==> config.mk <==
export PLATFORM = sky130hd
export DESIGN_NAME = zh6_seq_gen_flat
export DESIGN_NICKNAME = d
export VERILOG_FILES = /design/src/rtl/zh6_seq_gen_if.sv /design/src/rtl/zh6_seq_gen.sv /design/src/flat_wrapper.sv
export SDC_FILE = /design/constraint.sdc
export NUM_CORES = 1
export LEC_CHECK = 0
export ABC_AREA = 1
export CAP_MARGIN = 20
export CORE_MARGIN = 2
export CORE_UTILIZATION = 55
export CTS_CLUSTER_SIZE = 12
export DETAILED_ROUTE_END_ITERATION = 10
export HOLD_SLACK_MARGIN = 0.15
export PLACE_DENSITY = 0.72
export SETUP_SLACK_MARGIN = 0.4
export SYNTH_ARGS = -nofsm -noshare
export SYNTH_HDL_FRONTEND = slang
export SYNTH_SLANG_ARGS = --single-unit
==> constraint.sdc <==
create_clock -name Clk -period 4.45 [get_ports Clk]
set_input_delay 0.445 -clock Clk [delete_from_list [all_inputs] [get_ports Clk]]
set_output_delay 0.445 -clock Clk [all_outputs]
set_load 0.02 [all_outputs]
==> src/rtl/zh6_seq_gen_if.sv <==
// Symbol-stream bus between the zh6 frame generator and whatever drives its handshake.
// The master side issues Start/Repeat/Corrupt; the slave side (the generator) returns the stream.
interface zh6_seq_gen_if;
   logic       Start;
   logic       Repeat;
   logic       Corrupt;
   logic [1:0] Dout;
   logic       Busy;
   logic       Done;
   logic [1:0] Sym_idx;

   modport master (
      output Start,
      output Repeat,
      output Corrupt,
      input  Dout,
      input  Busy,
      input  Done,
      input  Sym_idx
   );

   modport slave (
      input  Start,
      input  Repeat,
      input  Corrupt,
      output Dout,
      output Busy,
      output Done,
      output Sym_idx
   );
endinterface

==> src/rtl/zh6_seq_gen.sv <==
// Frame transmitter for the zh6 2-bit sequence detector: emits SYM0,SYM1,SYM2 separated by
// idle 2'b00 gaps, with Start/Busy/Done handshake, back-to-back repeat and a corrupt mode.
module zh6_seq_gen #(
   parameter int unsigned HOLD = 1,
   parameter int unsigned GAP  = 1,
   parameter logic [1:0]  SYM0 = 2'b01,
   parameter logic [1:0]  SYM1 = 2'b11,
   parameter logic [1:0]  SYM2 = 2'b10
) (
   input logic          Clk,
   input logic          Reset,
   zh6_seq_gen_if.slave bus
);

   localparam logic [7:0] HoldInit   = 8'(HOLD - 1);
   localparam logic [7:0] GapInit    = (GAP == 0) ? 8'd0 : 8'(GAP - 1);
   localparam logic [1:0] CorruptSym = 2'b01;
   localparam logic [1:0] LastIdx    = 2'd2;

   typedef enum logic [1:0] {
      StIdle,
      StSend,
      StGap,
      StDone
   } state_e;

   state_e     state_q, state_d;
   logic [1:0] idx_q, idx_d;
   logic [7:0] hold_q, hold_d;
   logic [7:0] gap_q, gap_d;
   logic       corrupt_q, corrupt_d;

   logic [1:0] dout_q, dout_d;
   logic       busy_q, busy_d;
   logic       done_q, done_d;
   logic [1:0] sym_idx_q, sym_idx_d;

   logic [1:0] sym_cur;

   // Corrupt replaces only the last symbol, so the detector never sees a complete frame.
   always_comb begin
      sym_cur = 2'b00;
      unique case (idx_q)
         2'd0:    sym_cur = SYM0;
         2'd1:    sym_cur = SYM1;
         2'd2:    sym_cur = corrupt_q ? CorruptSym : SYM2;
         default: sym_cur = 2'b00;
      endcase
   end

   always_comb begin
      state_d   = state_q;
      idx_d     = idx_q;
      hold_d    = hold_q;
      gap_d     = gap_q;
      corrupt_d = corrupt_q;

      unique case (state_q)
         StIdle: begin
            if (bus.Start) begin
               state_d   = StSend;
               idx_d     = 2'd0;
               hold_d    = HoldInit;
               corrupt_d = bus.Corrupt;
            end
         end

         StSend: begin
            if (hold_q != 8'd0) begin
               hold_d = hold_q - 8'd1;
            end else if (GAP != 0) begin
               state_d = StGap;
               gap_d   = GapInit;
            end else if (idx_q == LastIdx) begin
               state_d = StDone;
            end else begin
               idx_d  = idx_q + 2'd1;
               hold_d = HoldInit;
            end
         end

         StGap: begin
            if (gap_q != 8'd0) begin
               gap_d = gap_q - 8'd1;
            end else if (idx_q == LastIdx) begin
               state_d = StDone;
            end else begin
               state_d = StSend;
               idx_d   = idx_q + 2'd1;
               hold_d  = HoldInit;
            end
         end

         StDone: begin
            if (bus.Repeat || bus.Start) begin
               state_d   = StSend;
               idx_d     = 2'd0;
               hold_d    = HoldInit;
               corrupt_d = bus.Corrupt;
            end else begin
               state_d = StIdle;
            end
         end

         default: state_d = StIdle;
      endcase
   end

   // Outputs are a registered decode of the current state, so each output lags the state
   // register by one edge and Dout never passes through an intermediate value.
   always_comb begin
      dout_d    = 2'b00;
      busy_d    = 1'b0;
      done_d    = 1'b0;
      sym_idx_d = idx_q;

      unique case (state_q)
         StIdle: sym_idx_d = 2'd0;
         StSend: begin
            dout_d = sym_cur;
            busy_d = 1'b1;
         end
         StGap:   busy_d = 1'b1;
         StDone:  done_d = 1'b1;
         default: sym_idx_d = 2'd0;
      endcase
   end

   always_ff @(posedge Clk) begin
      if (Reset) begin
         state_q   <= StIdle;
         idx_q     <= 2'd0;
         hold_q    <= 8'd0;
         gap_q     <= 8'd0;
         corrupt_q <= 1'b0;
         dout_q    <= 2'b00;
         busy_q    <= 1'b0;
         done_q    <= 1'b0;
         sym_idx_q <= 2'd0;
      end else begin
         state_q   <= state_d;
         idx_q     <= idx_d;
         hold_q    <= hold_d;
         gap_q     <= gap_d;
         corrupt_q <= corrupt_d;
         dout_q    <= dout_d;
         busy_q    <= busy_d;
         done_q    <= done_d;
         sym_idx_q <= sym_idx_d;
      end
   end

   assign bus.Dout    = dout_q;
   assign bus.Busy    = busy_q;
   assign bus.Done    = done_q;
   assign bus.Sym_idx = sym_idx_q;

endmodule
==> src/flat_wrapper.sv <==
// flat-port wrapper written by rule: the top's interface ports become plain ports
module zh6_seq_gen_flat 
#(
   parameter int unsigned HOLD = 1,
   parameter int unsigned GAP  = 1,
   parameter logic [1:0]  SYM0 = 2'b01,
   parameter logic [1:0]  SYM1 = 2'b11,
   parameter logic [1:0]  SYM2 = 2'b10
)
  (Clk, Reset, bus_Start, bus_Repeat, bus_Corrupt, bus_Dout, bus_Busy, bus_Done, bus_Sym_idx);
  zh6_seq_gen_if bus_i ();
  input logic Clk;
  input logic Reset;
  input wire logic [$bits(bus_i.Start)-1:0] bus_Start;
  input wire logic [$bits(bus_i.Repeat)-1:0] bus_Repeat;
  input wire logic [$bits(bus_i.Corrupt)-1:0] bus_Corrupt;
  output wire logic [$bits(bus_i.Dout)-1:0] bus_Dout;
  output wire logic [$bits(bus_i.Busy)-1:0] bus_Busy;
  output wire logic [$bits(bus_i.Done)-1:0] bus_Done;
  output wire logic [$bits(bus_i.Sym_idx)-1:0] bus_Sym_idx;
  assign bus_i.Start = bus_Start;
  assign bus_i.Repeat = bus_Repeat;
  assign bus_i.Corrupt = bus_Corrupt;
  assign bus_Dout = bus_i.Dout;
  assign bus_Busy = bus_i.Busy;
  assign bus_Done = bus_i.Done;
  assign bus_Sym_idx = bus_i.Sym_idx;
  zh6_seq_gen #(.HOLD(HOLD), .GAP(GAP), .SYM0(SYM0), .SYM1(SYM1), .SYM2(SYM2)) u_core (.Clk(Clk), .Reset(Reset), .bus(bus_i));
endmodule
After elaboration in Yosys (flattened, before gate mapping)
Cells that the tools add are included.
{"block": "word_totals", "output_inout_bits": 6, "register_bits": 27, "in_bits": 5, "word_cells": 67}
{"block": "classes", "add_sub_neg": 3, "n_reduce_logical": 15, "eq_ne": 12, "bitwise": 1, "mux": 27}
{"cell": "8-bit two-way mux", "count": 7}
{"cell": "8-bit one-hot mux with 4 select lines", "count": 1}
{"cell": "2-bit two-way mux", "count": 9}
{"cell": "8-bit one-hot mux with 2 select lines", "count": 1}
{"cell": "8-bit nonzero test", "count": 2}
{"cell": "8-bit by 1-bit subtractor with 8-bit output, second input constant", "count": 2}
{"cell": "2-bit one-hot mux with 3 select lines", "count": 2}
{"cell": "5-bit AND reduction", "count": 2}
{"cell": "3-bit AND reduction", "count": 3}
{"cell": "2-bit != test, second input constant", "count": 4}
{"cell": "2-bit one-hot mux with 4 select lines", "count": 1}
{"cell": "2-bit == test, second input constant", "count": 3}
{"cell": "2-bit by 1-bit != test with 1-bit output, second input constant", "count": 3}
{"cell": "2-bit OR reduction", "count": 3}
{"cell": "1-bit two-way mux", "count": 5}
{"cell": "2-bit by 1-bit == test with 1-bit output, second input constant", "count": 2}
{"cell": "2-bit zero test", "count": 2}
{"cell": "2-bit nonzero test", "count": 2}
{"cell": "2-bit by 1-bit adder with 2-bit output, second input constant", "count": 1}
{"cell": "1-bit one-hot mux with 2 select lines", "count": 1}
{"cell": "1-bit logical OR", "count": 1}
{"cell": "1-bit inverter", "count": 1}

Logic depth before layout (Yosys ltp)
Gate-level depths: netlist of the first run.
{"block": "logic_depth", "ltp_word": 4, "depth_mapped": 12, "mapped_depth_nobuf": 12}

Worst setup path before layout of the first run
Ideal clock, no wire load.
{"block": "synth_path", "path_kind": "register to register", "startpoint": "register u_core.state_q[0]", "endpoint": "register u_core.hold_q[3]", "stages_incl_launch_ff": 13, "path_buffers": 0, "arrival_time_ns": 1.405, "slack_ns": 2.936, "period_less_slack_ns": 1.514, "required_ns": 4.341, "setup_time_ns": 0.109, "path_cell_list": "dfxtp_1 inv_1 ha_1 inv_1 nor2_1 inv_1 o21ai_1 inv_2 nand3_4 nand2_4 nand2_1 nand2_1 inv_1"}
{"block": "synth_between", "elab_chain_len": 3, "elab_cells_between_ends": 11, "cone_classes": "eq/ne (8); mux (1); reduce/logical (2)"}
{"item": "from (decl)", "line_no": "zh6_seq_gen.sv:27", "text": "state_e state_q, state_d;"}
{"item": "from (signal assigned)", "line_no": "zh6_seq_gen.sv:131", "text": "state_q <= StIdle;"}
{"item": "from (signal assigned)", "line_no": "zh6_seq_gen.sv:141", "text": "state_q <= state_d;"}
{"item": "2-bit == test (tied with other cells)", "line_no": "zh6_seq_gen.sv:58", "text": "unique case (state_q)"}
{"item": "2-bit by 1-bit != test with 1-bit output (no line) / 2-bit != test (equally long branches)"}
{"item": "5-bit AND reduction (no line)"}
{"item": "to (signal assigned)", "line_no": "zh6_seq_gen.sv:143", "text": "hold_q <= hold_d;"}
{"item": "to (decl)", "line_no": "zh6_seq_gen.sv:29", "text": "logic [7:0] hold_q, hold_d;"}
Several ways; a longest one is shown, not always the timed one.
A chain may end at the register's enable or synchronous reset.

Worst setup path in the final report of the first run
{"block": "layout_path", "startpoint": "register u_core.state_q[0]", "endpoint": "register u_core.gap_q[5]"}
{"block": "layout_between", "elab_chain_len": 3, "elab_cells_between_ends": 7, "cone_classes": "eq/ne (4); mux (1); reduce/logical (2)"}
{"item": "2-bit == test / 2-bit by 1-bit == test with 1-bit output (equally long branches)", "line_no": "zh6_seq_gen.sv:58"}
{"item": "2-bit by 1-bit != test with 1-bit output (no line) (tied with other cells)"}
{"item": "3-bit AND reduction (no line)"}
{"item": "to (signal assigned)", "line_no": "zh6_seq_gen.sv:144", "text": "gap_q <= gap_d;"}
{"item": "to (decl)", "line_no": "zh6_seq_gen.sv:30", "text": "logic [7:0] gap_q, gap_d;"}
Several ways; a longest one is shown, not always the timed one.

==> results of run 1 <==
==> sequential cells by signal (all words and copies together) (netlist names) <==
signal,count
u_core.bus.Dout,2
u_core.bus.Sym_idx,2
u_core.idx_q,2
u_core.state_q,2
u_core.corrupt_q,1
u_core.hold_q,8
u_core.gap_q,8
u_core.bus.Done,1
u_core.bus.Busy,1
==> placed cells by master, fill, tap and decap left out, types with 2 or more instances in the layout <==
| cell type | Yosys | final |
|---|---|---|
| sky130_fd_sc_hd__inv_1 | 34 | 34 |
| sky130_fd_sc_hd__o21ai_0 | 3 | 3 |
| sky130_fd_sc_hd__inv_2 | 5 | 5 |
| sky130_fd_sc_hd__ha_1 | 13 | 13 |
| sky130_fd_sc_hd__nand2_4 | 6 | 6 |
| sky130_fd_sc_hd__nor2_4 | 2 | 2 |
| sky130_fd_sc_hd__a21oi_1 | 14 | 14 |
| sky130_fd_sc_hd__nor2_2 | 2 | 2 |
| sky130_fd_sc_hd__nor2_1 | 33 | 33 |
| sky130_fd_sc_hd__nand3_1 | 15 | 15 |
| sky130_fd_sc_hd__clkdlybuf4s50_1 | 0 | 10 |
| sky130_fd_sc_hd__nand4_1 | 11 | 11 |
| sky130_fd_sc_hd__nand2_1 | 55 | 55 |
| sky130_fd_sc_hd__nor3_1 | 3 | 3 |
| sky130_fd_sc_hd__nand3_2 | 5 | 5 |
| sky130_fd_sc_hd__clkbuf_4 | 0 | 3 |
| sky130_fd_sc_hd__nor2_8 | 2 | 2 |
| sky130_fd_sc_hd__o21ai_1 | 5 | 5 |
| sky130_fd_sc_hd__dfxtp_1 | 27 | 27 |
==> worst max-delay path, delay by kind of cell (launching register included) <==
family	cells	cell delay [ns]
adders and majority gates	1	0.40
buffers and inverters	2	0.39
DFF	1	0.38
and+or+nand+nor	6	0.58
==> through the flow <==
| step | total power, mW | instances | utilization [%] | setup WS [ns] |
|---|---|---|---|---|
| 6_report | 1.50 | 302 | 63.3 | 2.62 |
| 5_1_grt | 1.67 | 302 | 63.3 | 2.42 |
| 4_1_cts | 1.51 | 302 | 63.3 | 2.62 |
| 3_5_place_dp | 1.40 | 298 | 62.4 | 2.33 |
| 3_3_place_gp | 1.39 | 298 | 62.4 | 2.36 |
| 2_1_floorplan | 1.21 | 247 | - | 2.94 |
==> how the worst min path moves through the flow <==
stage	slack [ns]	depth (start not counted)	start	end
floorplan	0.44	2	u_core.corrupt_q	u_core.corrupt_q
global placement	0.46	2	u_core.gap_q[1]	u_core.gap_q[1]
detailed placement	0.46	2	u_core.gap_q[1]	u_core.gap_q[1]
CTS	0.48	2	u_core.gap_q[1]	u_core.gap_q[1]
global route	0.51	2	u_core.gap_q[1]	u_core.gap_q[1]
finish	0.48	2	u_core.gap_q[1]	u_core.gap_q[1]
==> cell families (layout without fill, tap and decap cells) <==
kind of cell,after synthesis,after routing,synth area share [%]
and+or+nand+nor,136,136,40.5
adders and majority gates,13,13,9.32
AOI/OAI and AO/OA,26,26,8.75
xor gates and xnor gates,2,2,1.00
DFF,27,27,31.0
buffers and inverters,43,54,9.46
==> report_power, final <==
group	internal, mW	switching [mW]	total, mW
Clock	0.0345	0.0810	0.115
Combinational	0.356	0.643	0.999
Sequential	0.320	0.0678	0.388
Total	0.711	0.792	1.50
==> metal layers <==
metal / vias to the layer above / global-route usage (%) / part of all wire [%]
met5: - / 0 / 0
met4: 0 / 6.67 / 1.2
met3: 5 / 2.13 / 3.3
met2: 21 / 34.6 / 44
met1: 675 / 29.1 / 51
li1: 808 / - / -
==> final cells by class <==
type / count / area share, %
Tap cell: 44 / 2.87
Clock buffer: 3 / 1.17
Multi-Input combinational cell: 177 / 54.2
Inverter: 40 / 7.96
Sequential cell: 27 / 28.2
Timing Repair Buffer: 10 / 5.22
Clock inverter: 1 / 0.391
==> results_dict.tcl, run 1 <==
set metrics [dict create \
    placedInstanceArea_um2 1890 \
    detailed_router_s_first_iteration_violation_count 61 \
    tightestPinTransition_ns 0.550 \
    finClkSkew_ns 0.00632 \
    grt_setup_unrepaired "no" \
    final.hold.worst_slack_ns 0.479 \
    most_repeated_cell_in_the_gate_level_netlist_after_synthesis "sky130_fd_sc_hd__nand2_1" \
    r2r_slack_ns 2.62 \
    worst_ep_arrival_time_ns 2.09 \
    cp-startpoint "u_core.state_q[0]" \
    r2r_start "u_core.state_q[0]" \
    final_nets 277 \
    antenna_found_initial 0 \
    worstReg2RegEnd "u_core.gap_q[5]" \
    port-buffer-count 10 \
    clock.fmax_mhz 546 \
    critical_path.cell_chain "inv_1 -> ha_1 -> inv_1 -> nand2_4 -> nand2_4 -> nor2_8 -> nand3_1 -> nand2_1 -> nor2_1" \
    chipHeight_um 60.3 \
    routed_wire_length_per_instance_um 11.3 \
    worstSetupEndpointType "flop" \
    filler_cell_count 275 \
    synthCells 247 \
    worst_hold_path_type "reg2reg" \
    timing_worst_setup_path_type "reg2reg" \
    ant_nets 0 \
    place_congestion 0.830 \
    synthesis.yosys.warnings 0 \
    synth_top_cell_area_share_pct 31.0 \
    reg2regPathDepth 9 \
    slew_headroom_pct 63.2 \
    syn-mean-instance-area_um2 7.07 \
    layout-drive-gt1-share_pct 12.0 \
    vias_per_instance 5.00 \
    first_global_vias 1357 \
    cts_buffer_depth 2 \
    cts_hold_buffers 0 \
    synth_flop_cell "sky130_fd_sc_hd__dfxtp_1" \
    synth_seq_cells 27 \
    setup_total_negative_slack_ns 0 \
    post-cts-setup-buffers 0 \
    h-tree-depth 1 \
    gr_usage_total_pct 21.1 \
    detailedPlacementHpwl_um 2580 \
    top_cells_by_area_in_the_synthesized_netlist "sky130_fd_sc_hd__dfxtp_1, sky130_fd_sc_hd__nand2_1, sky130_fd_sc_hd__ha_1" \
    seqCellArea_um2 541 \
    floorplan.rows 20 \
    dieWidth_um 60.3 \
    via_count 1509 \
    number_of_distinct_standard_cells_referenced_by_the_synthesized_netlist 28 \
    io_pins 11 \
    die_area_um2 3640 \
    yosysSeqAreaShare_pct 31.0 \
    finalCritPeriodShare_pct 41.2 \
    postSynthNetCount 265 \
    critPathLaunchType "flop" \
    leakage_nw 0.929 \
    hold_violations 0 \
    setup-violations-final 0 \
    cts-buffers-inserted 3 \
    critical-path-slowest-cell "sky130_fd_sc_hd__ha_1" \
    critical_path.endpoint "u_core.gap_q[5]" \
    antenna_cells 0 \
    power_per_cell_area_nw_per_um2 784 \
    netlist_area_um2 1750 \
    maximum_number_of_pins_on_one_net_before_global_route_repair 17 \
    delay_of_the_slowest_cell_on_the_worst_path_ns 0.40 \
    cts.reportedPaths.clkPinSlew_ns 0.16 \
    cts_num_sinks 27 \
    route.final.wire_length_um 3410 \
    remaining_drc_errors 0 \
    grt_pass1_wl_um 5850 \
    initial_utilization_pct 57.6 \
    required_ns 4.71 \
    synthTopCellsByCount "sky130_fd_sc_hd__nand2_1, sky130_fd_sc_hd__inv_1, sky130_fd_sc_hd__nor2_1, sky130_fd_sc_hd__dfxtp_1, sky130_fd_sc_hd__nand3_1" \
    cts_tree "done" \
    cts.root.buffer_cell "sky130_fd_sc_hd__clkbuf_4" \
    final_area_um2 1920 \
    multi_input_comb_area_um2 1040 \
    grt.overflow.total 0 \
    status "finished clean" \
    clock_period_minus_final_worst_setup_slack_ns 1.83 \
    synth_enable_flop_cells 0 \
    floorplan.core_area_um2 3030 \
    cts_resized 0 \
    detail_route.first_pass.iterations 4 \
    asyncSetResetFlopFracSynth_pct 0 \
    cell_taking_the_most_area_after_synthesis "sky130_fd_sc_hd__dfxtp_1" \
    vdd.ir_drop.worst_v 0.000372 \
    insertion_delay_ns 0.34 \
    area_delta_synth_final_pct 9.89 \
    finalMaxSlewViolations 0 \
    drv_cap 0 \
    crit_fanout 10 \
]
No activity file was read; power rests on OpenSTA's default activity.
==> run 2, diff against run 1 <==
==> constraint.sdc (replaced) <==
create_clock -name Clk -period 1.9 [get_ports Clk]
set_input_delay 0.19 -clock Clk [delete_from_list [all_inputs] [get_ports Clk]]
set_output_delay 0.19 -clock Clk [all_outputs]
set_load 0.02 [all_outputs]
==> run 2 against run 1 <==
  * Combinational power increased to 2.9 times the previous value
  * Sequential cell count unchanged
  * Sequential share of layout area decreased by 3.0 points
  * Global-route usage increased by 0.93 points
  * Die area unchanged
  * First-iteration DRC count unchanged
  * Critical path type unchanged
==> results_dict.tcl, run 2 (same netlist as run 1, synthesis figures left out) <==
set metrics [dict create \
    most_common_cell_type_on_the_critical_path "sky130_fd_sc_hd__inv_2" \
    r2r_slack_ns 0.44 \
    first_global_vias 1358 \
    dpl_ws_ns 0.130 \
    met2_usage_pct 37.3 \
    critical_path.endpoint "u_core.hold_q[7]" \
    h-tree-depth 1 \
    cts.root.buffer_cell "sky130_fd_sc_hd__clkbuf_4" \
    critPathLaunchType "flop" \
    dieWidth_um 60.3 \
    cts-buffers-inserted 3 \
    post-route-util_pct 72.4 \
    floorplan.rows 20 \
    crit_family "flip-flops" \
    setup-violations-final 0 \
    final_nets 295 \
    cts_tree "done" \
    area_delta_synth_final_pct 25.6 \
    routed_wire_length_per_instance_um 12.5 \
    port-buffer-count 10 \
    vdd.ir_drop.worst_v 0.00108 \
    layoutNonFillerInstCount 320 \
    detailed_router_s_first_iteration_violation_count 61 \
    cts_num_sinks 27 \
    grt_setup_unrepaired "yes" \
    stages_on_worst_setup_path 12 \
    status "finished clean" \
    worstReg2RegEnd "u_core.hold_q[7]" \
    detail_route.first_pass.iterations 4 \
    slew_headroom_pct 69.6 \
    r2r_start "u_core.state_q[0]" \
    initial_utilization_pct 57.6 \
    ant_nets 0 \
    vias_per_instance 5.07 \
    filler_cell_count 252 \
    finClkSkew_ns 0.00372 \
    clock_period_minus_final_worst_setup_slack_ns 1.46 \
    delay_of_the_slowest_cell_on_the_worst_path_ns 0.43 \
    final_area_um2 2190 \
    layout.cells.most_common "sky130_fd_sc_hd__nand2_1" \
    antenna_found_initial 0 \
    finalMaxSlewViolations 0 \
    timing.final.ws_setup_ns 0.436 \
    required_ns 2.17 \
    critical-path-slowest-cell "sky130_fd_sc_hd__dfxtp_4" \
    route.final.wire_length_um 3990 \
    worstSetupEndpointType "flop" \
    insertion_delay_ns 0.34 \
    layout-drive-gt1-share_pct 29.3 \
    place_inst 299 \
    detailedPlacementHpwl_um 2690 \
    cts_buffer_depth 2 \
    maximum_number_of_pins_on_one_net_before_global_route_repair 17 \
    leakage_nw 1.11 \
    timing_worst_setup_path_type "reg2reg" \
    place_congestion 0.859 \
    worst_hold_path_type "in2reg" \
    crit_fanout 7 \
    top_regs "u_core.gap_q (8), u_core.hold_q (8)" \
    io_pins 11 \
    grt.overflow.total 0 \
    multi_input_comb_area_um2 1150 \
    power_per_cell_area_nw_per_um2 1850 \
    cp-startpoint "u_core.state_q[0]" \
    seqCellArea_um2 553 \
    grt_pass1_wl_um 5980 \
    reg2regPathDepth 12 \
    antenna_cells 0 \
    die_area_um2 3640 \
    remaining_drc_errors 0 \
    worst_ep_arrival_time_ns 1.73 \
    cts.reportedPaths.clkPinSlew_ns 0.16 \
    floorplan.core_area_um2 3030 \
    grt_busiest_layer "met2" \
    chipHeight_um 60.3 \
    clock.fmax_mhz 683 \
    groute.layer.met1.usage_pct 28.6 \
    critical_path.cell_chain "inv_6 -> ha_4 -> inv_2 -> nor2_2 -> inv_2 -> o21ai_2 -> inv_2 -> nand3_4 -> nand2_4 -> nand2_2 -> nand2_1 -> inv_1" \
    via_count 1621 \
    final.hold.worst_slack_ns 0.470 \
    hold_depth 3 \
    setup_total_negative_slack_ns 0 \
    gr_usage_total_pct 22.0 \
    finalCritPeriodShare_pct 77.1 \
    commonest_non_fill_non_tap_cells_in_the_layout "sky130_fd_sc_hd__nand2_1, sky130_fd_sc_hd__nor2_1, sky130_fd_sc_hd__inv_1" \
    drv_cap 0 \
    hold_violations 0 \
    cp.buffers_inverters 5 \
    placedInstanceArea_um2 1900 \
    use_met3_pct 3.20 \
    total_power_mw 4.06 \
    tightestPinTransition_ns 0.456 \
]
run 2: changes by cell type in the layout (fill, tap and decap cells not counted), moves of 5 or more:
cell	previous run	this run
sky130_fd_sc_hd__dlymetal6s2s_1	0	5
sky130_fd_sc_hd__dfxtp_1	27	21
sky130_fd_sc_hd__ha_4	0	5
sky130_fd_sc_hd__inv_2	5	15
sky130_fd_sc_hd__clkdlybuf4s50_1	10	5
sky130_fd_sc_hd__ha_1	13	6
sky130_fd_sc_hd__inv_1	34	22
sky130_fd_sc_hd__buf_4	0	17
run 2: power by group:
| part | internal, mW | leakage [nW] | switching [mW] |
|---|---|---|---|
| Clock | 0.0810 | 0.0139 | 0.189 |
| Combinational | 1.13 | 0.871 | 1.72 |
| Sequential | 0.768 | 0.224 | 0.175 |
run 2: worst min path at each step:
stage	from	end	slack, ns
floorplan	Reset	u_core.bus.Sym_idx[1]	0.27
global placement	u_core.gap_q[1]	u_core.gap_q[1]	0.46
detailed placement	u_core.gap_q[1]	u_core.gap_q[1]	0.47
CTS	bus_Corrupt	u_core.corrupt_q	0.47
global route	bus_Corrupt	u_core.corrupt_q	0.49
finish	bus_Corrupt	u_core.corrupt_q	0.47
run 2: cell type report:
| cell class | instances | share of cell area, % |
|---|---|---|
| clock buffers | 3 | 1.03 |
| clock inverters | 1 | 0.342 |
| inverters | 40 | 7.36 |
| multi-input cells | 177 | 52.3 |
| flip-flops and latches | 27 | 25.2 |
| well taps | 44 | 2.51 |
| repair buffers | 28 | 11.2 |
run 2: metal layers:
| layer | share of wire [%] | routed length (um) |
|---|---|---|
| met1 | 46 | 1840 |
| met2 | 48 | 1930 |
| met3 | 3.8 | 152 |
| met4 | 1.6 | 65 |
| met5 | 0 | 0 |
run 2: worst register-to-register path: stages, from the launching register on:
cell	delay, ns
sky130_fd_sc_hd__dfxtp_4	0.43
sky130_fd_sc_hd__inv_6	0.06
sky130_fd_sc_hd__ha_4	0.16
sky130_fd_sc_hd__inv_2	0.04
sky130_fd_sc_hd__nor2_2	0.03
sky130_fd_sc_hd__inv_2	0.06
sky130_fd_sc_hd__o21ai_2	0.06
sky130_fd_sc_hd__inv_2	0.15
sky130_fd_sc_hd__nand3_4	0.15
sky130_fd_sc_hd__nand2_4	0.11
sky130_fd_sc_hd__nand2_2	0.05
sky130_fd_sc_hd__nand2_1	0.06
sky130_fd_sc_hd__inv_1	0.03
run 2: repair_timing:
action,4_1_cts,5_1_grt
resized for setup,16,32
pin swaps,4,9
hold buffers,0,0
setup buffers,7,10
endpoints found under the setup margin,22,26
